**src/rtl/pwm_capture.sv**
```systemverilog
// pwm_capture: measures period, high time and integer duty cycle of an
// asynchronous PWM input. One valid pulse per completed period; a missing
// rising edge for TIMEOUT cycles reports stuck-high or stuck-low.
module pwm_capture #(
    parameter int CNT_W   = 16,
    parameter int TIMEOUT = 50000
) (
    input  logic             clk,
    input  logic             rst,
    input  logic             pwm_in,
    output logic [CNT_W-1:0] period,
    output logic [CNT_W-1:0] high_time,
    output logic [6:0]       duty_pct,
    output logic             valid,
    output logic             stuck_high,
    output logic             stuck_low,
    output logic             overrun
);

    // Dividend h*100 needs 7 extra bits on top of the counter width.
    localparam int DW = CNT_W + 7;
    localparam logic [CNT_W-1:0] CNT_MAX = CNT_W'(TIMEOUT);
    localparam logic [CNT_W-1:0] CNT_PRE = CNT_W'(TIMEOUT - 1);

    typedef enum logic [1:0] {
        ST_IDLE    = 2'd0,
        ST_MEASURE = 2'd1,
        ST_DIVIDE  = 2'd2
    } state_t;

    logic             sync1_q, sync2_q, sync3_q;
    state_t           state_q, state_d;
    logic [CNT_W-1:0] cnt_q, cnt_d;
    logic [CNT_W-1:0] hacc_q, hacc_d;
    logic [CNT_W-1:0] p_hold_q, p_hold_d;
    logic [CNT_W-1:0] h_hold_q, h_hold_d;
    logic [DW-1:0]    rem_q, rem_d;
    logic [6:0]       quo_q, quo_d;
    logic [2:0]       bit_q, bit_d;
    logic [CNT_W-1:0] period_q, period_d;
    logic [CNT_W-1:0] high_q, high_d;
    logic [6:0]       duty_q, duty_d;
    logic             valid_q, valid_d;
    logic             sh_q, sh_d;
    logic             sl_q, sl_d;
    logic             ovr_q, ovr_d;

    logic             rise;
    logic             timeout_hit;
    logic [DW-1:0]    trial;
    logic             ge;
    logic [6:0]       quo_next;

    // sync2_q is the synchronised input, sync3_q its one-cycle-old copy.
    assign rise        = sync2_q & ~sync3_q;
    // Fires on the cycle cnt steps onto TIMEOUT, so it happens only once per hold.
    assign timeout_hit = ~rise && (cnt_q == CNT_PRE);
    // Restoring division: trial subtract of the divisor shifted to the current quotient bit.
    assign trial       = DW'(p_hold_q) << bit_q;
    assign ge          = (rem_q >= trial);
    assign quo_next    = {quo_q[5:0], ge};

    // Next-state logic for counters, FSM, divider and registered outputs.
    always_comb begin
        state_d  = state_q;
        cnt_d    = cnt_q;
        hacc_d   = hacc_q;
        p_hold_d = p_hold_q;
        h_hold_d = h_hold_q;
        rem_d    = rem_q;
        quo_d    = quo_q;
        bit_d    = bit_q;
        period_d = period_q;
        high_d   = high_q;
        duty_d   = duty_q;
        valid_d  = 1'b0;
        sh_d     = sh_q;
        sl_d     = sl_q;
        ovr_d    = 1'b0;

        // Both counters restart on every rise, including one that overruns.
        if (rise) begin
            cnt_d  = CNT_W'(1);
            hacc_d = CNT_W'(1);
            sh_d   = 1'b0;
            sl_d   = 1'b0;
        end else if (cnt_q != CNT_MAX) begin
            cnt_d = cnt_q + CNT_W'(1);
            if (sync2_q) begin
                hacc_d = hacc_q + CNT_W'(1);
            end
        end

        case (state_q)
            ST_IDLE, ST_MEASURE: begin
                if (rise) begin
                    state_d = ST_MEASURE;
                    if (state_q == ST_MEASURE) begin
                        p_hold_d = cnt_q;
                        h_hold_d = hacc_q;
                        rem_d    = DW'(hacc_q) * DW'(100);
                        quo_d    = 7'd0;
                        bit_d    = 3'd6;
                        state_d  = ST_DIVIDE;
                    end
                end else if (timeout_hit) begin
                    sh_d     = sync2_q;
                    sl_d     = ~sync2_q;
                    period_d = '0;
                    high_d   = '0;
                    duty_d   = sync2_q ? 7'd100 : 7'd0;
                    valid_d  = 1'b1;
                    state_d  = ST_IDLE;
                end
            end
            ST_DIVIDE: begin
                // A period ending here is dropped; the counters already restarted above.
                ovr_d = rise;
                if (ge) begin
                    rem_d = rem_q - trial;
                end
                quo_d = quo_next;
                if (bit_q == 3'd0) begin
                    period_d = p_hold_q;
                    high_d   = h_hold_q;
                    duty_d   = quo_next;
                    valid_d  = 1'b1;
                    state_d  = ST_MEASURE;
                end else begin
                    bit_d = bit_q - 3'd1;
                end
            end
            default: state_d = ST_IDLE;
        endcase
    end

    // All state registers, including the input synchroniser, with synchronous reset.
    always_ff @(posedge clk) begin
        if (rst) begin
            sync1_q  <= 1'b0;
            sync2_q  <= 1'b0;
            sync3_q  <= 1'b0;
            state_q  <= ST_IDLE;
            cnt_q    <= '0;
            hacc_q   <= '0;
            p_hold_q <= '0;
            h_hold_q <= '0;
            rem_q    <= '0;
            quo_q    <= '0;
            bit_q    <= '0;
            period_q <= '0;
            high_q   <= '0;
            duty_q   <= '0;
            valid_q  <= 1'b0;
            sh_q     <= 1'b0;
            sl_q     <= 1'b0;
            ovr_q    <= 1'b0;
        end else begin
            sync1_q  <= pwm_in;
            sync2_q  <= sync1_q;
            sync3_q  <= sync2_q;
            state_q  <= state_d;
            cnt_q    <= cnt_d;
            hacc_q   <= hacc_d;
            p_hold_q <= p_hold_d;
            h_hold_q <= h_hold_d;
            rem_q    <= rem_d;
            quo_q    <= quo_d;
            bit_q    <= bit_d;
            period_q <= period_d;
            high_q   <= high_d;
            duty_q   <= duty_d;
            valid_q  <= valid_d;
            sh_q     <= sh_d;
            sl_q     <= sl_d;
            ovr_q    <= ovr_d;
        end
    end

    assign period     = period_q;
    assign high_time  = high_q;
    assign duty_pct   = duty_q;
    assign valid      = valid_q;
    assign stuck_high = sh_q;
    assign stuck_low  = sl_q;
    assign overrun    = ovr_q;

endmodule

```
**config.mk**
```make
export PLATFORM = sky130hd
export DESIGN_NAME = pwm_capture
export DESIGN_NICKNAME = d
export VERILOG_FILES = /design/src/rtl/pwm_capture.sv
export SDC_FILE = /design/constraint.sdc
export NUM_CORES = 1
export LEC_CHECK = 0
export CORE_MARGIN = 5
export CORE_UTILIZATION = 59
export DETAILED_ROUTE_END_ITERATION = 12
export GPL_TIMING_DRIVEN = 0
export PLACE_DENSITY_LB_ADDON = 0.2
export SYNTH_ARGS = -nofsm -noshare
export SYNTH_HDL_FRONTEND = slang
export SYNTH_SLANG_ARGS = --single-unit
export TNS_END_PERCENT = 50
```
**constraint.sdc**
```tcl
create_clock -name clk -period 11.9 [get_ports clk]
set_clock_uncertainty 0.1 [all_clocks]
set_input_delay 1.19 -clock clk [delete_from_list [all_inputs] [get_ports clk]]
set_output_delay 1.19 -clock clk [all_outputs]
set_load 0.05 [all_outputs]
```
Word level (Yosys, flattened, before mapping)
Cells that the tools add are included.
{ "word_totals": {"register_bits": 144, "output_inout_bits": 43, "word_cells": 105} }
{ "classes": {"n_addsub": 4, "mul": 1, "n_lt_le_gt_ge": 1, "eq_ne": 12, "shifts": 1, "muxes": 44, "bitwise": 5, "reduce_logical": 17} }
{ "ops": {"columns": ["operator", "n"], "rows": [
  ["$mux 23", 3],
  ["$mux 16", 4],
  ["$pmux 16 s2", 2],
  ["$pmux 23 s2", 1],
  ["$add 16x1->16 const B", 2],
  ["$mux 7", 4],
  ["$ge 23x23->1", 1],
  ["$shl 16x3->23", 1],
  ["$sub 23x23->23", 1],
  ["$mul 16x5->21 const B", 1],
  ["$eq 16x16->1 const B", 1],
  ["$mux 1", 16],
  ["$ne 16x16->1 const B", 1],
  ["$ne 2x2->1 const B", 7],
  ["$pmux 7 s2", 1],
  ["$mux 6", 2],
  ["$pmux 6 s2", 1],
  ["$reduce_and 4->1", 3],
  ["$mux 3", 3],
  ["$mux 2", 4],
  ["$pmux 3 s2", 1],
  ["$reduce_and 2->1", 3],
  ["$reduce_and 3->1", 2],
  ["$reduce_bool 2->1", 3],
  ["12 further kinds", 17]
]} }

Logic depth before layout (Yosys ltp)
{ "depth": {"depth_word": 7, "depth_mapped": 17} }

Worst setup path after synthesis
OpenSTA, ideal clock, no wires.
{ "synth_timing": {"path_kind": "reg2reg", "start": "reg bit_q[0]", "end": "reg rem_q[20]", "arrival_ns": 3.696, "required_time_ns": 11.712, "slack_ns": 8.016, "path_stages_with_launch": 17, "synth_period_minus_slack_ns": 3.884, "path_cell_list": "dfxtp_1 > clkbuf_1 > clkbuf_1 > inv_1 > clkbuf_1 > nand2_1 > nor3_1 > ha_1 > inv_1 > fa_1 > a211oi_1 > nor2_1 > a2111oi_2 > o21ai_1 > a2111oi_0 > a31oi_1 > a311oi_2"} }
{ "synth_between": {"elab_chain_cells": 4, "elab_cells_between_ends": 7, "classes_between": "1 x add/sub; 1 x order compare; 1 x eq/ne; 1 x shift; 2 x mux; 1 x reduce/logical"} }
{ "synth_lines": {"columns": ["item", "line", "text"], "rows": [
  ["start: declaration", "39", "logic [2:0] bit_q, bit_d;"],
  ["start signal: assignment", "169", "bit_q <= bit_d;"],
  ["$shl 16x3->23 (*)", "59", "assign trial = DW'(p_hold_q) << bit_q;"],
  ["$sub 23x23->23 or $ge 23x23->1 (tied branches)", "120, 60", null],
  ["$mux 23 or $ne 2x2->1 (tied branches)", null, null],
  ["$pmux 23 s2 or $reduce_and 4->1 (tied branches)", null, null],
  ["end signal: assignment", "167", "rem_q <= rem_d;"],
  ["end: declaration", "37", "logic [DW-1:0] rem_q, rem_d;"]
]} }
Mark *: on every way between the ends. The rest lies on a longest branch, timed or not. The select of a mux whose other input is x is not followed.
A chain may end at the register's enable or synchronous reset.

Worst setup path after layout
{ "layout_timing": {"start": "reg bit_q[0]", "end": "reg rem_q[6]"} }
Same word-level chain as after synthesis.

==> results.md <==
- Part of the power in combinational logic: 11.1%
- CTS tree: done
- Status: finished clean
- CP startpoint kind: flip-flop
- CP Capture Type: flip-flop
- Sequential cell area: 2880 sq um
- Critical Path RT: 12,130 ps
- Hold Vio Cnt, Final: 0
- DR WL/cell: 17.4 um
- Hold Path Depth: 1
- Ratio of total power to cell area: 116 nW/um^2
- First-pass DRT Iterations: 9
- Highest routed metal layer: met4
- Via count: 7,856
- Placed inst area: 9610 sq um
- Post-DRT Antenna Nets: 0
- Initial DRC Count: 583
- GRT Util Overall: 26.7%
- Setup bufs post-CTS: 0
- Detailed Place HPWL: 18.0 mm
- Met1 wire length: 10.8 mm
- Max-slew violation count: 0
- Register share of total power: 41.5%
- LEAKAGE: 4.18 nW
- Die ar.: 17,700 sq um
- Routed met2 length: 10.7 mm
- Cell-internal power: 0.000878 W
- ANT cells: 0
- Hold WC Path Type: flip-flop to flip-flop
- Via/cell ratio: 5.83
- First-pass GRT wire length: 38.0 mm
- Worst skew pair latency: 430 ps
- Main combinational cell family by area after synthesis: simple AND/OR/NAND/NOR gates
- Gates resized, CTS repair: 0
- Ys flop type: dfxtp_1
- Initial antenna violation count: 0
- I/O Pins: 46
- Critical path arrival: 4940 ps
- Worst vdd ir: 0.127 mV
- Synth Area in Adders: 14.3%
- Ys async rst share: 0%
- Critical-path maximum fanout: 11
- Post-Layout Cell Count: 1,347
- Fmax: 213 MHz
- Syn Std Cell Area: 8940 sq um
- CP delay by family, top: buffers and inverters
- CTS max path bufs: 2
- Post-Place Setup Slack: 7310 ps
- Slowest stage cell, crit path: clkbuf_1
- Placed cells: 1,315
- Post-Syn Area per Cell: 8.25 sq um
- Met3 Wirelength: 1.42 mm
- Slew HR: 48.4%
- Syn_nets: 1,181
- Multi-input gate area: 5580 sq um
- Fin worst setup slack: 7190 ps
- Worst slew pin tran: 770 ps
- Clock Root Buffer: clkbuf_16
- Layout cells sized above 1: 6.04%
- Clock Pin Slew Worst Setup and Hold Paths: 60 ps
- RSZ-0062 raised after global routing: false
- Hold_buf cts: 0
- CP Cell Sequence: clkbuf_1 > clkbuf_1 > inv_1 > clkbuf_1 > a21oi_1 > mux2i_1 > ha_1 > buf_2 > and4_1 > nand4_1 > nor4_1 > a211oi_2 > o21ai_4 > buf_2 > nor2_1 > a211oi_1
- CTS H-tree depth: 4
- Total CTS buffers: 17
- Final min period: 4710 ps
- Syn Inst Count: 1,083
- Post-route cell area: 10,200 sq um
- Starting Density: 59.4%
- Synth Area in Simple Gates: 18.9%
- FP Rows: 45
- Post-Route WL: 23.4 mm
- # Max-Cap Violations: 0
- # DRC: 0
- Final setup vio count: 0
- Sw Pwr: 0.000309 W
- Post-synthesis mux area share: 5.07%
- # clock sinks: 144
- Buffer and inverter count on the worst path: 6
- Core area: 15,000 sq um
- CP max stage delay: 440 ps
- Synth cell types: 64
- Final RePlAce weighted congestion: 0.941
- Register bit total from synthesis: 144
- Vias in the first global route: 7,399
- XOR/XNOR share of the synthesized area: 5.88%
- Clock network fraction of total power: 47.5%
- Seq/Total Area, Yosys: 32.3%
- Post-synth EDFFs: 0
- Final setup TNS: 0 ps
- Worst r2r path cells: 16
- Chip width: 133 um
- CP dominant cell by count: clkbuf_1
- Overall overflow remaining after global route: 0
- Fillers: 1,258
- Final Cycle Share: 39.5%
- Yosys warns: 0
- Layout area overhead: 14.5%
- Die Ht: 133 um
- Largest net degree at the start of global routing: 17
- Number of I/O port buffers: 44
- Stages on worst setup path: 16
- WHS: 346 ps
- Net Sw Frac: 26.0%
- Final net count: 1,244
- Compound-gate portion of the synthesized area: 18.3%
- Setup CP Type: flip-flop to flip-flop
placed cells by master, fill, tap and decap left out, drive strengths merged, types with 27 or more instances in the layout:
| cell | instances |
|---|---|
| o21ai | 27 |
| xor2 | 29 |
| a21oi | 103 |
| nor2 | 137 |
| nand2 | 123 |
| inv | 70 |
| clkbuf | 63 |
| dfxtp | 144 |
| a22oi | 38 |
| clkdlybuf4s50 | 44 |
| ha | 83 |
| xnor2 | 31 |
power by group through the flow:
stage                     combinational (W)  clock (W)  sequential (W)
final                              0.000131   0.000563        0.000492
after global routing               0.000144   0.000589        0.000492
after CTS                          0.000130   0.000568        0.000492
after global placement             0.000128          0        0.000502
after floorplan                   0.0000984          0        0.000501
after detailed placement           0.000128          0        0.000503
routing by layer:
layer	vias up	global-route usage (%)
met5	-	0
met2	235	42.2
met4	0	8.26
met1	3682	36.4
li1	3906	-
met3	33	6.05
final timing paths:
path | endpoint | from | slack, ps
max | rem_q[6]$_SDFFE_PP0P_ | bit_q[0]$_SDFFE_PP0P_ | 7190
min | sync2_q$_SDFF_PP0_ | sync1_q$_SDFF_PP0_ | 350
max reg2reg | rem_q[6]$_SDFFE_PP0P_ | bit_q[0]$_SDFFE_PP0P_ | 7190
min reg2reg | sync2_q$_SDFF_PP0_ | sync1_q$_SDFF_PP0_ | 350
state kept, by name (all words and copies together) (netlist names):
register    count
quo_q           6
bit_q           3
duty_pct        7
hacc_q         16
high_time      16
state_q         2
cnt_q          16
valid           1
h_hold_q       16
overrun         1
period         16
stuck_high      1
stuck_low       1
p_hold_q       16
sync2_q         1
sync1_q         1
sync3_q         1
rem_q          23
logic make-up after synthesis:
family                   count (synthesis)
AND/OR/NAND/NOR                        375
AO/OA/AOI/OAI                          252
flip-flops                             144
buffers and inverters                  121
adder cells (fa/ha/maj)                 95
XOR/XNOR                                60
multiplexers                            36
per-stage QoR:
stage | util [%] | total power (W)
3_3_place_gp | 63.9 | 0.000630
6_report | 68.1 | 0.00119
4_1_cts | 68.1 | 0.00119
3_5_place_dp | 63.9 | 0.000630
2_1_floorplan | - | 0.000600
5_1_grt | 68.1 | 0.00122
synth_stat cells (4+ instances only):
cell | instances | share of area [%]
mux2_2 | 4 | 0.50
nor4_1 | 4 | 0.28
and3_1 | 8 | 0.56
dfxtp_1 | 144 | 32
o21a_1 | 6 | 0.50
o21ai_0 | 24 | 1.3
ha_1 | 83 | 12
nor2b_1 | 10 | 0.70
nor2_1 | 137 | 5.8
a211oi_1 | 23 | 1.9
or3_1 | 5 | 0.35
nand3_1 | 25 | 1.4
nand4_1 | 11 | 0.77
a21oi_1 | 103 | 5.8
a31oi_1 | 4 | 0.28
nand2_1 | 123 | 5.2
and4_1 | 4 | 0.39
or2_2 | 8 | 0.56
xnor2_1 | 31 | 3.0
nor3_1 | 11 | 0.62
o31ai_1 | 4 | 0.34
a21o_1 | 13 | 1.1
fa_1 | 12 | 2.7
nand2b_1 | 13 | 0.91
a211o_1 | 5 | 0.49
mux2i_1 | 25 | 2.8
clkbuf_1 | 43 | 1.8
mux4_2 | 7 | 1.8
and2_1 | 7 | 0.49
inv_1 | 64 | 2.7
a311oi_1 | 5 | 0.49
buf_2 | 9 | 0.50
xor2_1 | 29 | 2.8
a22oi_1 | 38 | 3.2
worst register-to-register path, delay by kind of cell (launching register included):
family	cells	cell delay, ps
buffers and inverters	6	1780
AND/OR/NAND/NOR	4	970
AO/OA/AOI/OAI	4	920
adder cells (fa/ha/maj)	1	350
flip-flops	1	310
multiplexers	1	190
area by class of cell:
class / instances / area share [%]
multi-input cells: 818 / 54.6
flip-flops and latches: 144 / 28.2
clock buffers: 19 / 4.33
repair buffers: 44 / 4.30
inverters: 64 / 2.35
well taps: 188 / 2.30
plain buffers: 57 / 2.25
clock inverters: 13 / 1.72
(Power assumes the default switching activity.)
